### config.mk
export PLATFORM = sky130hd
export DESIGN_NAME = demux_lane_collector
export DESIGN_NICKNAME = d
export VERILOG_FILES = /design/src/rtl/demux_lane_collector.sv
export SDC_FILE = /design/constraint.sdc
export NUM_CORES = 1
export LEC_CHECK = 0
export CORE_ASPECT_RATIO = 1.2
export CORE_MARGIN = 3
export CORE_UTILIZATION = 39
export CTS_CLUSTER_DIAMETER = 100
export CTS_CLUSTER_SIZE = 24
export DETAILED_ROUTE_END_ITERATION = 7
export GPL_TIMING_DRIVEN = 0
export PLACE_DENSITY_LB_ADDON = 0.25
export SETUP_SLACK_MARGIN = 0.4
export SYNTH_ARGS = -nofsm -noshare
export SYNTH_HDL_FRONTEND = slang
export SYNTH_SLANG_ARGS = --single-unit
### constraint.sdc
create_clock -name clk -period 2.8 [get_ports clk]
set_input_delay 0.56 -clock clk [delete_from_list [all_inputs] [get_ports clk]]
set_output_delay 0.56 -clock clk [all_outputs]
set_load 0.05 [all_outputs]
### src/rtl/demux_lane_collector.sv
// demux_lane_collector: rebuilds the two demux output lanes into words.
// Each lane shifts in its steered bits MSB-first. Each finished word goes
// out on that lane's own valid/ready interface. A sticky flag records any
// word that was dropped because the lane's output register was still full.

module demux_lane_collector_lane #(
   parameter int WIDTH = 8,
   parameter int CW    = $clog2(WIDTH)
) (
   input  logic             clk,
   input  logic             rst_n,
   input  logic             cap,
   input  logic             din,
   input  logic             clr,
   input  logic             ready,
   output logic [WIDTH-1:0] data,
   output logic             valid,
   output logic             ovf,
   output logic [CW-1:0]    cnt
);

   // Only the low WIDTH-1 bits of a partial word ever need storing.
   // The newest bit comes straight from din when the word completes.
   logic [WIDTH-2:0] sh;
   logic [WIDTH-1:0] word;
   logic             done;

   assign word = {sh, din};
   assign done = cap && (cnt == CW'(WIDTH - 1));

   // Partial-word shifter and bit counter; clr wins over a capture.
   always_ff @(posedge clk or negedge rst_n) begin
      if (!rst_n) begin
         sh  <= '0;
         cnt <= '0;
      end else if (clr) begin
         sh  <= '0;
         cnt <= '0;
      end else if (cap) begin
         sh  <= word[WIDTH-2:0];
         cnt <= done ? '0 : cnt + CW'(1);
      end
   end

   // Output register: load on completion if the slot is free or draining, else drop and flag.
   always_ff @(posedge clk or negedge rst_n) begin
      if (!rst_n) begin
         data  <= '0;
         valid <= 1'b0;
         ovf   <= 1'b0;
      end else if (done) begin
         if (!valid || ready) begin
            data  <= word;
            valid <= 1'b1;
         end else begin
            ovf <= 1'b1;
         end
      end else if (valid && ready) begin
         valid <= 1'b0;
      end
   end

endmodule

module demux_lane_collector #(
   parameter int WIDTH = 8
) (
   input  logic                     clk,
   input  logic                     rst_n,
   input  logic                     en,
   input  logic                     sel,
   input  logic                     y0,
   input  logic                     y1,
   input  logic                     stb,
   input  logic                     clr,
   input  logic                     ready0,
   input  logic                     ready1,
   output logic [WIDTH-1:0]         data0,
   output logic [WIDTH-1:0]         data1,
   output logic                     valid0,
   output logic                     valid1,
   output logic                     ovf0,
   output logic                     ovf1,
   output logic [$clog2(WIDTH)-1:0] cnt0,
   output logic [$clog2(WIDTH)-1:0] cnt1
);

   localparam int CW = $clog2(WIDTH);

   logic cap;
   logic din;

   // A strobed bit is discarded when clr is high in the same cycle.
   assign cap = stb && en && !clr;
   assign din = sel ? y1 : y0;

   demux_lane_collector_lane #(.WIDTH(WIDTH), .CW(CW)) lane0 (
      .clk   (clk),
      .rst_n (rst_n),
      .cap   (cap && !sel),
      .din   (din),
      .clr   (clr),
      .ready (ready0),
      .data  (data0),
      .valid (valid0),
      .ovf   (ovf0),
      .cnt   (cnt0)
   );

   demux_lane_collector_lane #(.WIDTH(WIDTH), .CW(CW)) lane1 (
      .clk   (clk),
      .rst_n (rst_n),
      .cap   (cap && sel),
      .din   (din),
      .clr   (clr),
      .ready (ready1),
      .data  (data1),
      .valid (valid1),
      .ovf   (ovf1),
      .cnt   (cnt1)
   );

endmodule

# After elaboration in Yosys (flattened, before gate mapping)
# Cells that the tools add are included.
dict set report word_totals {
  wordCells 59
  inputBits 10
  reg_bits 40
  out_inout_bits 26
}
dict set report classes {
  n_reduce_logical 24
  bitwise_logic 2
  eq_ne 4
  add_sub_neg 2
  n_mux 17
}
# op count
set ops {}
lappend ops {{$mux 7} 4}
lappend ops {{$mux 3} 6}
lappend ops {{$reduce_and 2->1} 6}
lappend ops {{$logic_and 1x1->1} 8}
lappend ops {{$reduce_bool 2->1} 4}
lappend ops {{$mux 1} 7}
lappend ops {{$add 3x1->3 const B} 2}
lappend ops {{$eq 3x3->1 const B} 2}
lappend ops {{$logic_not 1->1} 4}
lappend ops {{$ne 2x2->1 const B} 2}
lappend ops {{$logic_or 1x1->1} 2}
lappend ops {{$not 1->1} 2}

# Depth between registers and ports, before layout
dict set report logic_depth {
  ltp_word 7
  depth_mapped 5
  ltp_nobuf 5
}

# By module
# Synthesis repeated with hierarchy kept, for this count alone.
dict set report hier_totals {
  cells_unflattened 125
  area_unflattened_um2 1757.9
}
# mod seq_area_each_um2 cells_per_inst instances area_each_um2
set by_module_without_submodules {}
lappend by_module_without_submodules {demux_lane_collector_lane 500.5 61 2 859.6}
lappend by_module_without_submodules {demux_lane_collector 0.0 3 1 38.8}

# Worst setup path after synthesis
# OpenSTA, ideal clock, no wires.
dict set report synth_timing {
  path_type {reg2reg}
  start {register lane1.cnt[0]}
  end {register lane1.data[0]}
  synth_period_minus_slack_ps 1673
  setup_slack_ps 1127
  path_stages_with_launch 5
  n_path_buf 0
  t_arrival_ps 1548
  required_time_ps 2675
  setup_ps 125
  path_cell_list {dfrtp_1 > ha_1 > ha_1 > nand3_2 > mux2_2}
}
dict set report synth_via {
  elab_chain_cells 3
}
# element line
set synth_lines {}
lappend synth_lines {{start: declaration} 19} ;# output logic [CW-1:0] cnt
lappend synth_lines {{start signal: assignment} 41} ;# cnt <= done ? '0 : cnt + CW'(1);
lappend synth_lines {{$eq 3x3->1} 29} ;# assign done = cap && (cnt == CW'(WIDTH - 1));
lappend synth_lines {{$logic_and 1x1->1} 29}
lappend synth_lines {{$reduce_and 2->1 (no source line)} n/a}
lappend synth_lines {{end signal: assignment} 53} ;# data <= word;
lappend synth_lines {{end: declaration} 16} ;# output logic [WIDTH-1:0] data,
# No other way between the ends.
# A chain may end at the register's enable or synchronous reset.

# Final worst setup path
dict set report layout_timing {
  start {register lane0.cnt[0]}
  end {output cnt0[0]}
}
# element line
set layout_rtl {}
lappend layout_rtl {{start: declaration} 19}
lappend layout_rtl {{start signal: assignment} 41}
lappend layout_rtl {{end: declaration} 84} ;# output logic [$clog2(WIDTH)-1:0] cnt0,
# No word-level cell between the ends.

==> impl_metrics.py <==
metrics = {
    "status": {
        "run_status": "complete, no violations",
    },
    "place": {
        "post-dp-hpwl_um": 2227,
        "place.detailed.instances": 230,
        "gp_routability_congestion": 0.7426,
        "dp_worst_setup_slack_ps": 723.5,
        "port_buffers": 35,
    },
    "layout": {
        "final_common_cell": "sky130_fd_sc_hd__dfrtp_1",
        "ratio_of_cells_with_drive_above_1_in_the_final_layout": 0.1630,
        "post_layout_nonfiller_instances": 238,
        "syn_to_final_growth_pct": 30.00,
        "ff_latch_area_um2": 1001,
        "combined_area_of_the_multi_input_logic_cells_um2": 649.4,
        "finish.net_count": 197,
        "antenna-diode-count": 0,
        "mostFrequentLayoutCells": "40 x sky130_fd_sc_hd__dfrtp_1, 34 x sky130_fd_sc_hd__clkdlybuf4s50_1, 22 x sky130_fd_sc_hd__nand2b_1, 22 x sky130_fd_sc_hd__nand2_1, 20 x sky130_fd_sc_hd__o21ai_0",
        "fillCellCount": 362,
    },
    "floorplan": {
        "num_io_pins": 36,
        "std_cell_core_area_um2": 4035,
        "dieArea_um2": 5125,
        "rows": 25,
        "initial_utilization": 0.4155,
        "floorplan.die.height_um": 77.83,
        "horizontal_die_dimension_um": 65.86,
    },
    "clock_network": {
        "postCtsHoldBufs": 0,
        "cts_setup_buffers": 0,
        "tritoncts.num_buffers": 5,
        "cts.reportedPaths.clkPinSlew_ps": 70,
        "cts_tree": "built",
        "cts.root.buffer_cell": "sky130_fd_sc_hd__clkbuf_8",
        "cts-htree-levels": 2,
        "clock_latency_ps": 280,
        "post_cts.resized_instances": 0,
        "tritoncts_num_sinks": 40,
        "worst_case_clock_buffer_depth": 2,
    },
    "sta": {
        "worst_slack_setup_final_ps": 727.0,
        "slew_headroom": 0.4119,
        "timing.final.crit_share": 0.7404,
        "max_slew.worst_pin.slew_ps": 882.1,
        "period_minus_slack_ps": 2073,
        "setup_viol": 0,
        "hold_viol": 0,
        "worst_clock_skew_ps": 2.692,
        "fmax_mhz": 482.4,
        "sum_of_negative_setup_slack_ps": 0,
        "setup_repair_after_global_routing_missed_its_margin": "no",
        "report.final.slew_viol_count": 0,
    },
    "logic_synthesis": {
        "netlist_instances": 141,
        "synth_fp_nets": 155,
        "synth_largest_type_area_fraction": 0.5970,
        "netlist_area_um2": 1677,
        "yosys_warnings": 0,
        "syn_area_per_cell_um2": 11.89,
        "sequential_fraction_of_the_synthesis_area": 0.5970,
        "count_of_different_cell_masters_after_synthesis": 15,
        "biggest_area_contributors_in_the_synthesized_netlist": "sky130_fd_sc_hd__dfrtp_1 60%, sky130_fd_sc_hd__mux2_2 11%, sky130_fd_sc_hd__nand2b_1 8.2%",
        "yosys_register_bits": 40,
        "synth_top_cell_by_area": "sky130_fd_sc_hd__dfrtp_1",
    },
    "critical_path": {
        "r2r_slack_ps": 1280,
        "path_max_fanout": 4,
        "setup.worst_path.start_class": "flop",
        "timing.critical_path.arrival_ps": 1510,
        "critical_path_cell_count": 1,
        "cp_cell_sequence": "clkdlybuf4s50_1",
        "critical_path_buf_inv_count": 1,
        "cpPeakStageDelay_ps": 830,
        "crit_path_leading_delay_family": "buffers and inverters",
        "worst_path_max_delay_cell": "sky130_fd_sc_hd__clkdlybuf4s50_1",
        "worstReg2RegStart": "lane1.cnt[0]",
        "worst_setup_path_end_kind": "output port",
        "critical_path_required_ps": 2240,
        "ff2ff_path_depth": 4,
        "criticalPathCategory": "flop to output port",
        "worstReg2RegEnd": "lane1.data[7]",
    },
    "global_routing": {
        "antenna_found_initial": 0,
        "maximum_number_of_pins_on_one_net_before_global_route_repair": 41,
        "track_usage": 0.1403,
        "grt_overflow": 0,
        "global_route_wire_length_before_repair_um": 5554,
        "first_global_vias": 1152,
    },
    "routing": {
        "drt-vias-per-instance": 4.899,
        "drt-wirelength-per-cell_um": 13.18,
        "dr.first_iter.drc_count": 54,
        "count_of_unresolved_drc_violations_after_routing": 0,
        "ant_nets": 0,
        "first_pass_iters": 4,
        "routed-via-count": 1166,
        "wirelength_um": 3136,
    },
    "run": {
        "drv_cap": 0,
    },
    "min_path": {
        "hold_class": "input port to async pin",
    },
    "power": {
        "static-leakage-power_nw": 0.9904,
        "worst_ir_drop_vdd_v": 0.0002724,
        "pwr_density_cell_nw_per_um2": 470.8,
    },
}
registers in the layout, indices dropped and copies added, names as in the netlist:
register	flops
lane1.valid	1
lane1.cnt	3
lane0.valid	1
lane0.sh	7
lane1.ovf	1
lane0.cnt	3
lane1.sh	7
lane0.ovf	1
lane1.data	8
lane0.data	8
per-stage QoR:
stage	instance area, um^2	utilization	total power [W]	hold WS (ps)
global route	2180	0.5402	0.001074	453.2
finish	2180	0.5402	0.001026	394.4
global placement	2095	0.5191	0.0006524	459.5
CTS	2180	0.5402	0.001039	412.6
floorplan	1677	-	0.0006192	264.4
detailed placement	2090	0.5178	0.0006529	461.3
per-layer routing:
| layer | track usage | part of all wire | vias to the layer above |
|---|---|---|---|
| li1 | - | - | 559 |
| met1 | 0.1711 | 0.43 | 573 |
| met2 | 0.2297 | 0.51 | 28 |
| met3 | 0.04052 | 0.040 | 6 |
| met4 | 0.05602 | 0.018 | 0 |
| met5 | 0 | 0 | - |
cells by family after synthesis:
| family | count (synthesis) | share of synthesized area |
|---|---|---|
| simple gates | 52 | 0.1746 |
| flops | 40 | 0.5970 |
| compound gates | 22 | 0.06866 |
| fa+ha+maj | 4 | 0.02985 |
| buf+inv | 6 | 0.01567 |
| mux | 17 | 0.1142 |
worst max path at each step:
stage	start	endpoint	slack [ps]
floorplan	lane1.cnt[0]	lane1.data[0]	1130
global placement	rst_n	lane0.sh[2]	250
detailed placement	clr	lane1.data[7]	720
CTS	lane1.cnt[0]	cnt1[0]	710
global route	lane0.cnt[2]	cnt0[2]	660
finish	lane0.cnt[0]	cnt0[0]	730
area by class of cell:
class	count	share of cell area
plain buffers	6	0.01206
clock buffers	8	0.04133
multi-input cells	95	0.2979
flip-flops and latches	40	0.4592
well taps	54	0.03100
repair buffers	35	0.1584
synthesized netlist by cell type:
master / instances
sky130_fd_sc_hd__mux2_2: 17
sky130_fd_sc_hd__clkbuf_1: 3
sky130_fd_sc_hd__o21ai_0: 20
sky130_fd_sc_hd__nand3_2: 1
sky130_fd_sc_hd__nand3b_1: 2
sky130_fd_sc_hd__and4b_1: 1
sky130_fd_sc_hd__nand2b_1: 22
sky130_fd_sc_hd__buf_2: 3
sky130_fd_sc_hd__and4bb_2: 1
sky130_fd_sc_hd__ha_1: 4
sky130_fd_sc_hd__nand2_1: 22
sky130_fd_sc_hd__nand3_4: 1
sky130_fd_sc_hd__o21bai_1: 2
sky130_fd_sc_hd__dfrtp_1: 40
sky130_fd_sc_hd__nor2_1: 2
power by group:
group	leakage (nW)	switching, W	internal (W)
registers	0.558	0.00000323	0.000581
clock network	0.0455	0.000185	0.000201
logic	0.387	0.0000328	0.0000236
Power figures use the tool's default switching activity.
